`src/rtl/dword_to_word_splitter_pkg.sv`:
```
// rtl/dword_to_word_splitter_pkg.sv - shared types and widths for the 64-to-32 narrowing gearbox
package dword_to_word_splitter_pkg;

  // Beat width shared with the 32-to-64 widening path
  localparam int DATA_W_DEF = 32;

  typedef enum logic [1:0] {
    ST_EMPTY = 2'd0,
    ST_LO    = 2'd1,
    ST_HI    = 2'd2
  } state_t;

endpackage

```
`src/rtl/dword_to_word_splitter.sv`:
```
// rtl/dword_to_word_splitter.sv - splits 2*DATA_W words into two DATA_W beats, low half first
// Optional: SKIP_ZERO_UPPER_EN emits words with a zero upper half as a single beat.
module dword_to_word_splitter
  import dword_to_word_splitter_pkg::*;
#(
  parameter int DATA_W = DATA_W_DEF
) (
  input  logic                clk,
  input  logic                rst,
  input  logic [2*DATA_W-1:0] in_data,
  input  logic                in_valid,
  input  logic                in_last,
  output logic                in_ready,
  output logic [DATA_W-1:0]   out_data,
  output logic                out_valid,
  output logic                out_last,
  input  logic                out_ready
);

  state_t              state, state_d;
  logic [2*DATA_W-1:0] data_q, data_d;
  logic                last_q, last_d;
  logic                accept;
  logic                single_d;

`ifdef SKIP_ZERO_UPPER_EN
  logic upper_zero;
  assign upper_zero = (data_q[2*DATA_W-1:DATA_W] == '0);
`endif

  always_comb begin
    in_ready = 1'b0;
    if (!rst) begin
      in_ready = (state == ST_EMPTY) || ((state == ST_HI) && out_ready);
`ifdef SKIP_ZERO_UPPER_EN
      if ((state == ST_LO) && out_ready && upper_zero) in_ready = 1'b1;
`endif
    end
  end

  assign accept = in_valid && in_ready;

  always_comb begin
    state_d = state;
    data_d  = data_q;
    last_d  = last_q;
    unique case (state)
      ST_EMPTY: if (accept) state_d = ST_LO;
      ST_LO: begin
        if (out_ready) begin
`ifdef SKIP_ZERO_UPPER_EN
          if (upper_zero) state_d = accept ? ST_LO : ST_EMPTY;
          else            state_d = ST_HI;
`else
          state_d = ST_HI;
`endif
        end
      end
      ST_HI: if (out_ready) state_d = accept ? ST_LO : ST_EMPTY;
      default: state_d = ST_EMPTY;
    endcase
    if (accept) begin
      data_d = in_data;
      last_d = in_last;
    end
  end

  // True when the beat that will be presented next completes its word in LO
`ifdef SKIP_ZERO_UPPER_EN
  assign single_d = (state_d == ST_LO) && (data_d[2*DATA_W-1:DATA_W] == '0);
`else
  assign single_d = 1'b0;
`endif

  // Outputs are registered from the next-state view so nothing on in_* reaches out_* combinationally
  always_ff @(posedge clk) begin
    if (rst) begin
      state     <= ST_EMPTY;
      data_q    <= '0;
      last_q    <= 1'b0;
      out_valid <= 1'b0;
      out_data  <= '0;
      out_last  <= 1'b0;
    end else begin
      state     <= state_d;
      data_q    <= data_d;
      last_q    <= last_d;
      out_valid <= (state_d != ST_EMPTY);
      out_last  <= last_d && ((state_d == ST_HI) || single_d);
      unique case (state_d)
        ST_LO:   out_data <= data_d[DATA_W-1:0];
        ST_HI:   out_data <= data_d[2*DATA_W-1:DATA_W];
        default: out_data <= '0;
      endcase
    end
  end

endmodule

```
`config.mk`:
```
export PLATFORM = sky130hd
export DESIGN_NAME = dword_to_word_splitter
export DESIGN_NICKNAME = d
export VERILOG_FILES = /design/src/rtl/dword_to_word_splitter_pkg.sv /design/src/rtl/dword_to_word_splitter.sv
export SDC_FILE = /design/constraint.sdc
export NUM_CORES = 1
export LEC_CHECK = 0
export CELL_PAD_IN_SITES_DETAIL_PLACEMENT = 1
export CELL_PAD_IN_SITES_GLOBAL_PLACEMENT = 1
export CORE_MARGIN = 4
export CORE_UTILIZATION = 37
export CTS_CLUSTER_SIZE = 10
export DETAILED_ROUTE_END_ITERATION = 6
export HOLD_SLACK_MARGIN = 0.02
export PLACE_DENSITY_LB_ADDON = 0.1
export SKIP_LAST_GASP = 1
export SLEW_MARGIN = 20
export SYNTH_ARGS = -nofsm -noshare
export SYNTH_HDL_FRONTEND = slang
export SYNTH_SLANG_ARGS = --single-unit
```
`constraint.sdc`:
```
create_clock -name clk -period 3.77 [get_ports clk]
set_input_delay 1.131 -clock clk [delete_from_list [all_inputs] [get_ports clk]]
set_output_delay 1.131 -clock clk [all_outputs]
set_load 0.01 [all_outputs]
```
-- After elaboration in Yosys (flattened, before gate mapping)
Index checks and enable logic that the tools add are counted.
- equality and inequality tests: 4
- mux-type cells: 9
- reductions and logical operators: 6
- operator list (kind ; number):
    64-bit 2-to-1 mux ; 1
    32-bit case mux with 2 select lines ; 1
    2-bit 2-to-1 mux ; 3
    2-bit case mux with 3 select lines ; 1
    2-bit by 1-bit == test with 1-bit output, second input constant ; 2
    2-bit == test, second input constant ; 2
    1-bit logical AND ; 3
    1-bit 2-to-1 mux ; 3
    2-bit zero test ; 1
    2-bit nonzero test ; 1
    1-bit logical OR ; 1
- register bits after elaboration: 101
- bits of input ports: 69
- word-level logic and storage cells: 25

-- Longest topological paths before layout
- depth after elaboration: 10
- mapped depth: 12

-- Worst setup path before layout
OpenSTA, ideal clock, no wires.
- kind: input port to flip-flop
- start point: in out_ready
- end point: reg out_data[0]
- arrival time: 2.911 ns
- path slack: 0.788 ns
- cell stages on the path: 12
- path buffers: 5
- path through: nor2b_4 -> buf_6 -> nor3_4 -> buf_6 -> buf_12 -> o21ai_0 -> ha_1 -> buf_2 -> clkbuf_1 -> a22o_1 -> nand2_1 -> mux2i_1
- longest elaborated chain between the ends: 9
- ends and longest elaborated chain (element ; line ; RTL):
    from (decl) ; dword_to_word_splitter.sv:17 ; input logic out_ready
    1-bit logical AND ; dword_to_word_splitter.sv:34 ; in_ready = (state == ST_EMPTY) || ((state == ST_HI) && out_ready);
    1-bit logical OR ; dword_to_word_splitter.sv:34 ;
    1-bit 2-to-1 mux ; dword_to_word_splitter.sv:33 ; if (!rst) begin
    1-bit logical AND ; dword_to_word_splitter.sv:41 ; assign accept = in_valid && in_ready;
    1-bit 2-to-1 mux ; dword_to_word_splitter.sv:59 ; ST_HI: if (out_ready) state_d = accept ? ST_LO : ST_EMPTY;
    2-bit 2-to-1 mux ; dword_to_word_splitter.sv:59 ;
    2-bit case mux with 3 select lines ; dword_to_word_splitter.sv:47 ; unique case (state)
    2-bit == test / 2-bit by 1-bit == test with 1-bit output (equally long branches) ; dword_to_word_splitter.sv:90 ; unique case (state_d)
    32-bit case mux with 2 select lines (*) ; dword_to_word_splitter.sv:90 ;
    to (signal assigned) ; dword_to_word_splitter.sv:91 ; ST_LO: out_data <= data_d[DATA_W-1:0];
    to (signal assigned) ; dword_to_word_splitter.sv:92 ; ST_HI: out_data <= data_d[2*DATA_W-1:DATA_W];
    to (decl) ; dword_to_word_splitter.sv:14 ; output logic [DATA_W-1:0] out_data,
Mark *: on every way between the ends. The rest lies on a longest branch, timed or not.
A chain may end at the register's enable or synchronous reset.

-- Worst setup path in the final report
- start point: in out_ready
- end point: out in_ready
- longest elaborated chain between the ends: 3
- ends and longest elaborated chain (element ; line ; RTL):
    1-bit logical AND ; dword_to_word_splitter.sv:34 ;
    1-bit logical OR ; dword_to_word_splitter.sv:34 ;
    1-bit 2-to-1 mux ; dword_to_word_splitter.sv:33 ;
    to (decl) ; dword_to_word_splitter.sv:13 ; output logic in_ready,
Every way passes these cells.

==> flow_summary.toml <==
[status]
status = "finished clean"

[setup_path]
worst_setup_path_end_kind = "primary output"
cp_top_family = "buffers and inverters"
critPathBufInv = 2
crit_chain = "clkdlybuf4s50_1 > nor2b_4 > nor3_2 > clkdlybuf4s50_1"
slowest_delay_ps = 600
crit_fanout = 6
crit_top_cell = "clkdlybuf4s50_1"
setup.worst_path.class = "in -> out"
worstSetupStartpointType = "primary input"
slowest_stage = "clkdlybuf4s50_1"
crit_required_ps = 2640
worstPathArrival_ps = 2520
reg2reg_depth = 10
path_depth = 4

[sta]
slew_viol_final = 0
setup_viol = 0
worst_slew_pin_slew_ps = 818
fin_ws_ps = 119
rsz0062_at_grt = "no"
tns_ps = 0
finalCritPeriodShare_pct = 96.8
max_slew_margin_pct = 45.5
clock.fmax_ghz = 0.274
skew_ps = 6.11
period_needed_ps = 3650
hold_violations = 0

[clock_tree]
worstSkewPairLatency_ps = 350
cts_tree = "built"
ctsRootBufferMaster = "clkbuf_16"
htreeDepth = 3
clockBufferDepth = 2
cts_buffers = 9
cts_num_sinks = 101
cts_hold_buf = 0
clkTransAtPathRegs_ps = 60

[routing]
drtPass1Iterations = 4
dr_total_vias = 4282
totalWireLength_um = 13500
via_per_inst = 5.50
postRouteAntennaNets = 0
drc_errors = 0
wire_per_inst_um = 17.3
first_iter_violations = 267

[power]
pwr_density_cell_nw_per_um2 = 405
ir_drop_uv = 232
finalPower_mw = 2.42
leakagePower_nw = 2.08

[min_path]
hold_path_class = "reg -> reg"
holdPathStages = 2

[logic_synthesis]
synth-seq-cells = 101
ys_async_sr_fraction_pct = 0
syn_nets = 614
yosys.area.top_type = "dfxtp_1"
synth_top_area_share_pct = 43.6
synth_cell_types = 29
syn_inst = 542
ys_warn_count = 0
ys_top_cells_by_area = "dfxtp_1, a22o_1, a21oi_1"
yosysSeqAreaShare_pct = 43.6
synth.cell_area_um2 = 4640
synth_ff_type = "dfxtp_1"
avgSynthCellArea_um2 = 8.56
synth_edf_count = 0

[global_routing]
antenna_found_initial = 0
grt_pass1_wl_um = 22500
grt_max_degree = 71
track_usage_pct = 19.4
grt_overflow = 0
grt_pass1_vias = 4402

[die]
fp.dieH_um = 120
die_w_um = 120
rows = 40
core_region_area_um2 = 12200
start_util_pct = 38.1
die_area_um2 = 14400
io-pin-count = 104

[placement]
dp_hpwl_um = 8100
preCtsSetupSlack_ps = -5.31
gp_congestion = 0.709
port_buffers = 103

[layout]
area_delta_synth_final_pct = 28.8
diodes = 0
nFillCells = 1427
drive_gt1_share_pct = 6.22
nets = 680
fin_util_pct = 49.1

[job]
maxCapViolations = 0
## timing repair
item,in CTS,in global routing
buffers inserted,0,0
resized for setup,1,0
endpoints found under the setup margin,1,0
## per-layer routing
| layer | share of wire (%) | GRT usage (%) |
|---|---|---|
| met1 | 45 | 23.6 |
| met2 | 50 | 33.7 |
| met3 | 4.5 | 5.66 |
| met4 | 0.91 | 4.65 |
| met5 | 0 | 0 |
## per-stage QoR
step                      hold WS [ps]  std cells  cell area, um^2
final                              477        779             5970
after global routing               493        779             5970
after CTS                          479        779             5970
after detailed placement           469        765             5700
after global placement             460        765             5700
after floorplan                    454        542             4640
## final timing paths
| path | slack [ps] | startpoint | end |
|---|---|---|---|
| max | 120 | out_ready | in_ready |
| min | 480 | data_q[61] | data_q[61] |
| max reg2reg | 1500 | state[1] | out_data[4] |
| min reg2reg | 480 | data_q[61] | data_q[61] |
## flip-flops by register name (all words and copies together) (netlist names)
register,flops
out_valid,1
out_last,1
last_q,1
state,2
out_data,32
data_q,64
## Yosys cell counts, types with 2 or more instances
library cell	number
clkbuf_1	29
buf_6	3
mux2i_1	32
nand2_1	65
o21ai_0	58
clkbuf_2	3
dfxtp_1	101
a22o_1	64
buf_12	3
o21ai_1	8
nor2b_1	2
ha_1	3
nand3_1	65
buf_2	20
nor2_1	4
a21oi_1	67
buf_1	3
## placed cells by master (no fill, tap or decap)
master,instances
nor2_1,4
a21oi_1,67
and3b_2,1
nand2b_4,1
clkbuf_1,1
o21a_1,1
clkdlybuf4s50_1,102
clkinv_2,2
clkbuf_8,2
buf_12,3
or2b_2,1
a22o_1,64
dfxtp_1,101
nor3_2,1
ha_1,1
nand2_1,65
ha_2,2
mux2i_1,32
nand2b_1,1
nor3_4,1
and2b_1,1
o21ai_0,58
nand3_1,65
a2111oi_0,1
inv_1,1
buf_4,11
nor2b_4,3
o21ai_1,8
clkbuf_16,9
buf_2,1
## where the power goes
part	internal [mW]	leakage [nW]	switching, mW	total (mW)
registers	1.12	0.825	0.0246	1.14
clock network	0.475	0.134	0.387	0.862
logic	0.193	1.12	0.222	0.415
total	1.79	2.08	0.634	2.42
## cell families (layout without fill, tap and decap cells)
kind of cell,Yosys count,after routing,share of synthesized area (%)
adder cells (fa/ha/maj),3,3,0.809
AND/OR/NAND/NOR,144,144,14.6
multiplexers,32,32,6.90
AO/OA/AOI/OAI,199,199,26.8
buffers and inverters,63,132,7.34
flip-flops,101,101,43.6
## area by class of cell
class,count,area (um^2),share of cell area (%)
multi-input combinational,378,2300,38.6
sequential,101,2020,33.8
timing repair buffer,117,1170,19.6
clock buffer,12,256,4.29
tap,168,210,3.52
clock inverter,2,10.0,0.168
inverter,1,3.75,0.0628
## worst reg2reg max path: stages (launching register included)
cell and delay, ps:
dfxtp_1 340, nor2b_4 140, buf_4 150, nor3_4 190
buf_4 270, o21a_1 160, ha_2 200, buf_4 300
a22o_1 210, nand2_1 70, mux2i_1 180
Power figures use the tool's default switching activity.
